**src/rtl/spi_master_tx_if.sv**
```systemverilog
// Bundle for the SPI initiator: byte-in stream, byte-out stream, SPI pins and status.
// No logic and no latency; wires only.
// in_val/in_rdy throttle the initiator's input, val/rdy throttle its output.
interface spi_master_tx_if;
  logic [7:0] data_in;
  logic       in_last;
  logic       in_val;
  logic       in_rdy;
  logic       sclk;
  logic       cs;
  logic       mosi;
  logic       miso;
  logic [7:0] data_out;
  logic       val;
  logic       rdy;
  logic       overrun;

  // Initiator's view of the bundle.
  modport master (
    input  data_in, in_last, in_val, miso, rdy,
    output in_rdy, sclk, cs, mosi, data_out, val, overrun
  );

  // Environment's view: feeds bytes in, drives miso, consumes received bytes.
  modport slave (
    output data_in, in_last, in_val, miso, rdy,
    input  in_rdy, sclk, cs, mosi, data_out, val, overrun
  );
endinterface

```
**src/rtl/spi_master_tx.sv**
```systemverilog
// SPI mode-0 initiator: serialises bytes MSB-first on mosi and captures miso full duplex.
// Latency: cs/mosi one cycle after accept; received byte valid 1+16*CLK_DIV cycles after accept.
// in_rdy only in IDLE/WAIT; a byte completing while val is held off is dropped and flagged.
module spi_master_tx #(
  parameter int CLK_DIV = 5
) (
  input  logic           clk,
  input  logic           rst,
  spi_master_tx_if.master bus
);

  localparam int            CW       = (CLK_DIV > 1) ? $clog2(CLK_DIV) : 1;
  localparam logic [CW-1:0] CNT_LOAD = CW'(CLK_DIV - 1);
  localparam logic [CW-1:0] CNT_ONE  = CW'(1);

  typedef enum logic [2:0] {
    S_IDLE,
    S_SETUP,
    S_HIGH,
    S_LOW,
    S_WAIT,
    S_HOLD,
    S_GAP
  } state_t;

  state_t        r_state;
  state_t        w_state_nxt;
  logic [CW-1:0] r_cnt;
  logic [CW-1:0] w_cnt_nxt;
  logic [2:0]    r_bit;
  logic [2:0]    w_bit_nxt;

  // r_tx[7] is the mosi pin itself, so mosi is registered and holds bit0 after the last shift.
  logic [7:0]    r_tx;
  logic [6:0]    r_rx;
  logic          r_last;
  logic          r_sclk;
  logic          r_cs;
  logic          r_in_rdy;
  logic [7:0]    r_data_out;
  logic          r_val;
  logic          r_overrun;

  logic          w_accept;
  logic          w_load;
  logic          w_shift_tx;
  logic          w_sample;
  logic          w_done;
  logic          w_cs_nxt;
  logic          w_sclk_nxt;
  logic          w_in_rdy_nxt;
  logic [7:0]    w_rx_byte;

  // in_rdy is registered from the next state, so it is already 0 in SETUP..GAP.
  assign w_accept  = bus.in_val && r_in_rdy;
  assign w_rx_byte = {r_rx, bus.miso};

  // State register.
  always_ff @(posedge clk) begin
    if (!rst) begin
      r_state <= S_IDLE;
    end else begin
      r_state <= w_state_nxt;
    end
  end

  // Next state, phase timing, bit position and the registered-pin values of the next state.
  always_comb begin
    w_state_nxt = r_state;
    w_cnt_nxt   = (r_cnt == '0) ? r_cnt : r_cnt - CNT_ONE;
    w_bit_nxt   = r_bit;
    w_load      = 1'b0;
    w_shift_tx  = 1'b0;
    w_sample    = 1'b0;
    w_done      = 1'b0;
    case (r_state)
      S_IDLE, S_WAIT: begin
        if (w_accept) begin
          w_state_nxt = S_SETUP;
          w_cnt_nxt   = CNT_LOAD;
          w_load      = 1'b1;
        end
      end
      S_SETUP, S_LOW: begin
        if (r_cnt == '0) begin
          w_state_nxt = S_HIGH;
          w_cnt_nxt   = CNT_LOAD;
        end
      end
      S_HIGH: begin
        if (r_cnt == '0) begin
          w_sample  = 1'b1;
          w_cnt_nxt = CNT_LOAD;
          if (r_bit == 3'd7) begin
            // Final bit: no LOW phase, sclk falls straight into HOLD or WAIT.
            w_done      = 1'b1;
            w_bit_nxt   = 3'd0;
            w_state_nxt = r_last ? S_HOLD : S_WAIT;
          end else begin
            w_bit_nxt   = r_bit + 3'd1;
            w_shift_tx  = 1'b1;
            w_state_nxt = S_LOW;
          end
        end
      end
      S_HOLD: begin
        if (r_cnt == '0) begin
          w_state_nxt = S_GAP;
          w_cnt_nxt   = CNT_LOAD;
        end
      end
      S_GAP: begin
        if (r_cnt == '0) begin
          w_state_nxt = S_IDLE;
        end
      end
      default: begin
        w_state_nxt = S_IDLE;
      end
    endcase
    w_cs_nxt     = (w_state_nxt == S_IDLE) || (w_state_nxt == S_GAP);
    w_sclk_nxt   = (w_state_nxt == S_HIGH);
    w_in_rdy_nxt = (w_state_nxt == S_IDLE) || (w_state_nxt == S_WAIT);
  end

  // Counters, shift registers and registered SPI pins.
  always_ff @(posedge clk) begin
    if (!rst) begin
      r_cnt    <= '0;
      r_bit    <= '0;
      r_tx     <= '0;
      r_rx     <= '0;
      r_last   <= 1'b0;
      r_sclk   <= 1'b0;
      r_cs     <= 1'b1;
      r_in_rdy <= 1'b0;
    end else begin
      r_cnt    <= w_cnt_nxt;
      r_bit    <= w_bit_nxt;
      r_sclk   <= w_sclk_nxt;
      r_cs     <= w_cs_nxt;
      r_in_rdy <= w_in_rdy_nxt;
      if (w_load) begin
        r_tx   <= bus.data_in;
        r_last <= bus.in_last;
      end else if (w_shift_tx) begin
        r_tx   <= {r_tx[6:0], 1'b0};
      end
      if (w_sample) begin
        r_rx <= w_rx_byte[6:0];
      end
    end
  end

  // Received-byte output register: a pop in the same cycle frees the slot for the new byte.
  always_ff @(posedge clk) begin
    if (!rst) begin
      r_data_out <= '0;
      r_val      <= 1'b0;
      r_overrun  <= 1'b0;
    end else begin
      if (w_done) begin
        if (!r_val || bus.rdy) begin
          r_data_out <= w_rx_byte;
          r_val      <= 1'b1;
        end else begin
          r_overrun  <= 1'b1;
        end
      end else if (r_val && bus.rdy) begin
        r_val <= 1'b0;
      end
    end
  end

  assign bus.sclk     = r_sclk;
  assign bus.cs       = r_cs;
  assign bus.mosi     = r_tx[7];
  assign bus.in_rdy   = r_in_rdy;
  assign bus.data_out = r_data_out;
  assign bus.val      = r_val;
  assign bus.overrun  = r_overrun;

endmodule

```
**src/flat_wrapper.sv**
```systemverilog
// flat-port wrapper written by rule: the top's interface ports become plain ports
module spi_master_tx_flat 
#(
  parameter int CLK_DIV = 5
)
  (clk, rst, bus_data_in, bus_in_last, bus_in_val, bus_miso, bus_rdy, bus_in_rdy, bus_sclk, bus_cs, bus_mosi, bus_data_out, bus_val, bus_overrun);
  spi_master_tx_if bus_i ();
  input  logic clk;
  input  logic rst;
  input wire logic [$bits(bus_i.data_in)-1:0] bus_data_in;
  input wire logic [$bits(bus_i.in_last)-1:0] bus_in_last;
  input wire logic [$bits(bus_i.in_val)-1:0] bus_in_val;
  input wire logic [$bits(bus_i.miso)-1:0] bus_miso;
  input wire logic [$bits(bus_i.rdy)-1:0] bus_rdy;
  output wire logic [$bits(bus_i.in_rdy)-1:0] bus_in_rdy;
  output wire logic [$bits(bus_i.sclk)-1:0] bus_sclk;
  output wire logic [$bits(bus_i.cs)-1:0] bus_cs;
  output wire logic [$bits(bus_i.mosi)-1:0] bus_mosi;
  output wire logic [$bits(bus_i.data_out)-1:0] bus_data_out;
  output wire logic [$bits(bus_i.val)-1:0] bus_val;
  output wire logic [$bits(bus_i.overrun)-1:0] bus_overrun;
  assign bus_i.data_in = bus_data_in;
  assign bus_i.in_last = bus_in_last;
  assign bus_i.in_val = bus_in_val;
  assign bus_i.miso = bus_miso;
  assign bus_i.rdy = bus_rdy;
  assign bus_in_rdy = bus_i.in_rdy;
  assign bus_sclk = bus_i.sclk;
  assign bus_cs = bus_i.cs;
  assign bus_mosi = bus_i.mosi;
  assign bus_data_out = bus_i.data_out;
  assign bus_val = bus_i.val;
  assign bus_overrun = bus_i.overrun;
  spi_master_tx #(.CLK_DIV(CLK_DIV)) u_core (.clk(clk), .rst(rst), .bus(bus_i));
endmodule
```
**config.mk**
```make
export PLATFORM = sky130hd
export DESIGN_NAME = spi_master_tx_flat
export DESIGN_NICKNAME = d
export VERILOG_FILES = /design/src/rtl/spi_master_tx_if.sv /design/src/rtl/spi_master_tx.sv /design/src/flat_wrapper.sv
export SDC_FILE = /design/constraint.sdc
export NUM_CORES = 1
export LEC_CHECK = 0
export BUFFER_PORTS_ARGS = -buffer_cell sky130_fd_sc_hd__buf_4
export CORE_MARGIN = 2
export CORE_UTILIZATION = 57
export CTS_BUF_LIST = sky130_fd_sc_hd__clkbuf_8
export DETAILED_ROUTE_END_ITERATION = 10
export GPL_TIMING_DRIVEN = 0
export PLACE_DENSITY = 0.86
export SLEW_MARGIN = 0
export SYNTH_ARGS = -nofsm -noshare
export SYNTH_HDL_FRONTEND = slang
export SYNTH_SLANG_ARGS = --single-unit
```
**constraint.sdc**
```tcl
create_clock -name clk -period 2.5 [get_ports clk]
set_input_delay 0.25 -clock clk [delete_from_list [all_inputs] [get_ports clk]]
set_output_delay 0.25 -clock clk [all_outputs]
set_load 0.02 [all_outputs]
```
==> metrics.md <==
| Metric | Value |
|---|---|
| Outcome | finished clean |
| Post-synth top area cell | dfxtp_1 |
| Final Slew Violations | 0 |
| Detailed Routing Iterations Pass 1 | 4 |
| Post-synthesis sequential area ratio | 0.4627 |
| PnR worst setup slack | 0.3828 ns |
| DP HPWL | 2397 µm |
| Post-synthesis mux area share | 0.1035 |
| Post-CTS Setup Inserts | 0 |
| CP max FO | 10 |
| Flops & latches, synth | 38 |
| Initial Utilization | 0.5962 |
| Grt total ovfl | 0 |
| N_diodes | 0 |
| Bufs on Longest Clock Path | 2 |
| Routability cong. | 0.8427 |
| Yosys cell types | 35 |
| Met2 usage | 0.3880 |
| Xor and xnor fraction of the mapped netlist area | 0 |
| Row count | 19 |
| Reg2reg start | u_core.r_cnt[0]$_SDFF_PN0_ |
| Final ANT Viol Nets | 0 |
| Net Sw Power | 664.0 µW |
| Synth warn | 0 |
| WP data required | 2.71 ns |
| Clock power share | 0.202 |
| Top Usage Layer GRT | met2 |
| Sequential share of power | 0.412 |
| Unrepaired setup endpoints after global routing | false |
| Int Pwr | 1207 µW |
| Min Tclk post-route | 2.117 ns |
| Post-Synth Simple-Gate Area | 0.1842 |
| Routed via count | 1332 |
| DP Worst Slack | 0.4197 ns |
| Maximum VDD drop | 0.7945 mV |
| Initial drt markers | 36 |
| Number of synthesized flops with an enable pin | 0 |
| Number of cells on the worst reg-to-reg path | 9 |
| Worst reg2reg path endpoint | u_core.r_tx[5]$_SDFFE_PN0P_ |
| Final setup fails | 0 |
| Worst Setup SP | u_core.r_cnt[0]$_SDFF_PN0_ |
| Htree depth | 2 |
| GRT met1 Usage | 0.2344 |
| Final Hold Viols | 0 |
| Final instance count without filler cells | 241 |
| Prevailing post-synth register cell | dfxtp_1 |
| Post-synth ARST share | 0 |
| Worst Tran Pin Value | 0.5449 ns |
| Sw Ratio | 0.3548 |
| CTS tree | yes |
| Hold Slack | 0.1995 ns |
| Setup TNS | 0 ns |
| DRC Markers | 0 |
| Crit end category | register |
| Register-to-register setup slack | 0.38 ns |
| Die area | 0.003330 mm² |
| Post-layout util | 0.7114 |
| WS Path Type | reg2reg |
| Area share of the largest cell type after synthesis | 0.4627 |
| Cells after DPL | 234 |
| Vias per cell | 5.527 |
| Max-Cap Viols | 0 |
| Number of global-route vias before repair | 1323 |
| Worst skew pair latency | 0.29 ns |
| GRT Total Usage | 0.2190 |
| Antenna violations before repair | 0 |
| Adder-cell share of the synthesized area | 0.04566 |
| I/O pin count | 28 |
| Detailed Route WL | 3241 µm |
| Slew HR | 0.6367 |
| Leakage power | 0.0008450 µW |
| Gate Count Post-Synth | 176 |
| Synth Area in Compound Gates | 0.1629 |
| Period utilization | 0.8469 |
| Largest family of logic cells by synthesized area | simple AND/OR/NAND/NOR gates |
| Worst-path clk slew | 0.07 ns |
| Pwr/cell area | 953.9 mW/mm² |
| Comb pwr share | 0.386 |
| Layout cell share with drive strength beyond 1 | 0.2095 |
| CTS sink count | 38 |
| CTS Hold Bufs | 0 |
| DR WL/cell | 13.45 µm |
| Nets | 230 |
| Post-cts resize count | 0 |
| CP startpoint kind | register |
| Global-route wire length before repair | 5533 µm |
| CP Capture Point | u_core.r_tx[5]$_SDFFE_PN0P_ |
| Total of fill cells in the finished design | 225 |
| Layout area overhead | 19.33% |
| Synth area leaders | dfxtp_1, mux2i_1, nor2_1 |
| Crit path arrival time | 2.32 ns |
| Die width | 57.71 µm |
| CTS buffer count | 5 |
| Height of the die | 57.71 µm |
| CTS Root Cell | clkbuf_8 |
| Core area | 0.002758 mm² |
| Met3 usage | 0.07143 |
| Pin count of the biggest net entering global routing | 11 |
| Syn Nets | 196 |
| Final Skew | 0.008166 ns |
| Mapped cell area | 0.001644 mm² |
| Average cell area after synthesis | 9.341 µm² |
| HP Class | in2reg |
| Fmax | 472.3 MHz |
| IO Port Bufs | 27 |
layout by cell type (no fill, tap or decap), drive strengths merged:
cell type and n:
a22oi 1, buf 31, nand2 18, mux2i 17, nor3b 1, a21oi 16
a221o 1, and2b 1, inv 8, nor4 1, dfxtp 38, o21bai 1
nor2 24, ha 6, a21boi 1, o21ai 1, o2bb2a 1, or3 1
nand2b 2, a211oi 8, o2bb2ai 1, a22o 1, nor2b 4, and2 2
clkbuf 10, nand3b 2, o22ai 3, nand3 1, nor3 6, o21a 2
sequential cells by signal (all words and copies together), names as in the netlist:
name                 count
u_core.bus.data_out      8
u_core.r_last            1
u_core.r_state           3
u_core.bus.in_rdy        1
u_core.bus.sclk          1
u_core.r_rx              7
u_core.bus.overrun       1
u_core.r_cnt             3
u_core.bus.cs            1
u_core.r_tx              8
u_core.bus.val           1
u_core.r_bit             3
synth_stat cells (2+ instances only):
master / n
a211oi_1: 5
a211oi_2: 3
a21oi_1: 16
and2_1: 2
buf_2: 3
clkbuf_1: 5
dfxtp_1: 38
ha_1: 6
inv_1: 5
mux2i_1: 17
nand2_1: 18
nand2b_1: 2
nand3b_1: 2
nor2_1: 24
nor2b_1: 3
nor3_1: 6
o21a_1: 2
o22ai_1: 2
layer usage:
| metal | vias to the layer above | wire (µm) | part of all wire |
|---|---|---|---|
| met1 | 620 | 1365 | 0.42 |
| met5 | - | 0 | 0 |
| met4 | 0 | 57 | 0.018 |
| met3 | 6 | 155 | 0.048 |
| li1 | 676 | - | - |
| met2 | 30 | 1663 | 0.51 |
power groups by stage:
stage / Combinational [µW] / Clock [µW] / Sequential (µW)
6_report: 723 / 379 / 770
3_3_place_gp: 670 / 0 / 776
5_1_grt: 812 / 403 / 778
2_1_floorplan: 527 / 0 / 799
4_1_cts: 723 / 388 / 770
3_5_place_dp: 713 / 0 / 783
worst min-delay path by stage:
| stage | startpoint | endpoint | depth (start not counted) |
|---|---|---|---|
| final | rst | u_core.bus.cs$_SDFF_PN1_ | 2 |
| after global routing | rst | u_core.bus.cs$_SDFF_PN1_ | 2 |
| after CTS | bus_in_last | u_core.r_last$_SDFFE_PN0P_ | 3 |
| after detailed placement | u_core.r_bit[1]$_SDFFE_PN0P_ | u_core.r_bit[1]$_SDFFE_PN0P_ | 2 |
| after global placement | u_core.r_bit[1]$_SDFFE_PN0P_ | u_core.r_bit[1]$_SDFFE_PN0P_ | 2 |
| after floorplan | rst | u_core.bus.cs$_SDFF_PN1_ | 1 |
kinds of logic (layout without fill, tap and decap cells):
group,Yosys count,after routing
compound gates,37,37
fa+ha+maj,6,6
buf+inv,15,49
flops,38,38
mux,17,17
simple gates,63,63
layout make-up:
| class | count | area, µm² | share of cell area |
|---|---|---|---|
| buffer | 9 | 45.04 | 0.02296 |
| clock buffer | 5 | 68.82 | 0.03508 |
| clock inverter | 2 | 7.507 | 0.003827 |
| inverter | 6 | 22.52 | 0.01148 |
| multi-input combinational | 123 | 815.8 | 0.4158 |
| sequential | 38 | 760.7 | 0.3878 |
| tap | 31 | 38.79 | 0.01977 |
| timing repair buffer | 27 | 202.7 | 0.1033 |
critical path, stage by stage (launching register included):
cell and delay [ns]:
dfxtp_1 0.30, inv_1 0.10, ha_1 0.20, nor2b_4 0.24
inv_2 0.10, or3_4 0.41, o22ai_4 0.25, buf_6 0.19
nor2_1 0.06, a211oi_2 0.19
stage by stage:
stage	power, µW	cell area, µm²
2_1_floorplan	1325	1644
3_3_place_gp	1446	1886
3_5_place_dp	1496	1886
4_1_cts	1881	1962
5_1_grt	1993	1962
6_report	1871	1962
No activity file was read; power rests on OpenSTA's default activity.
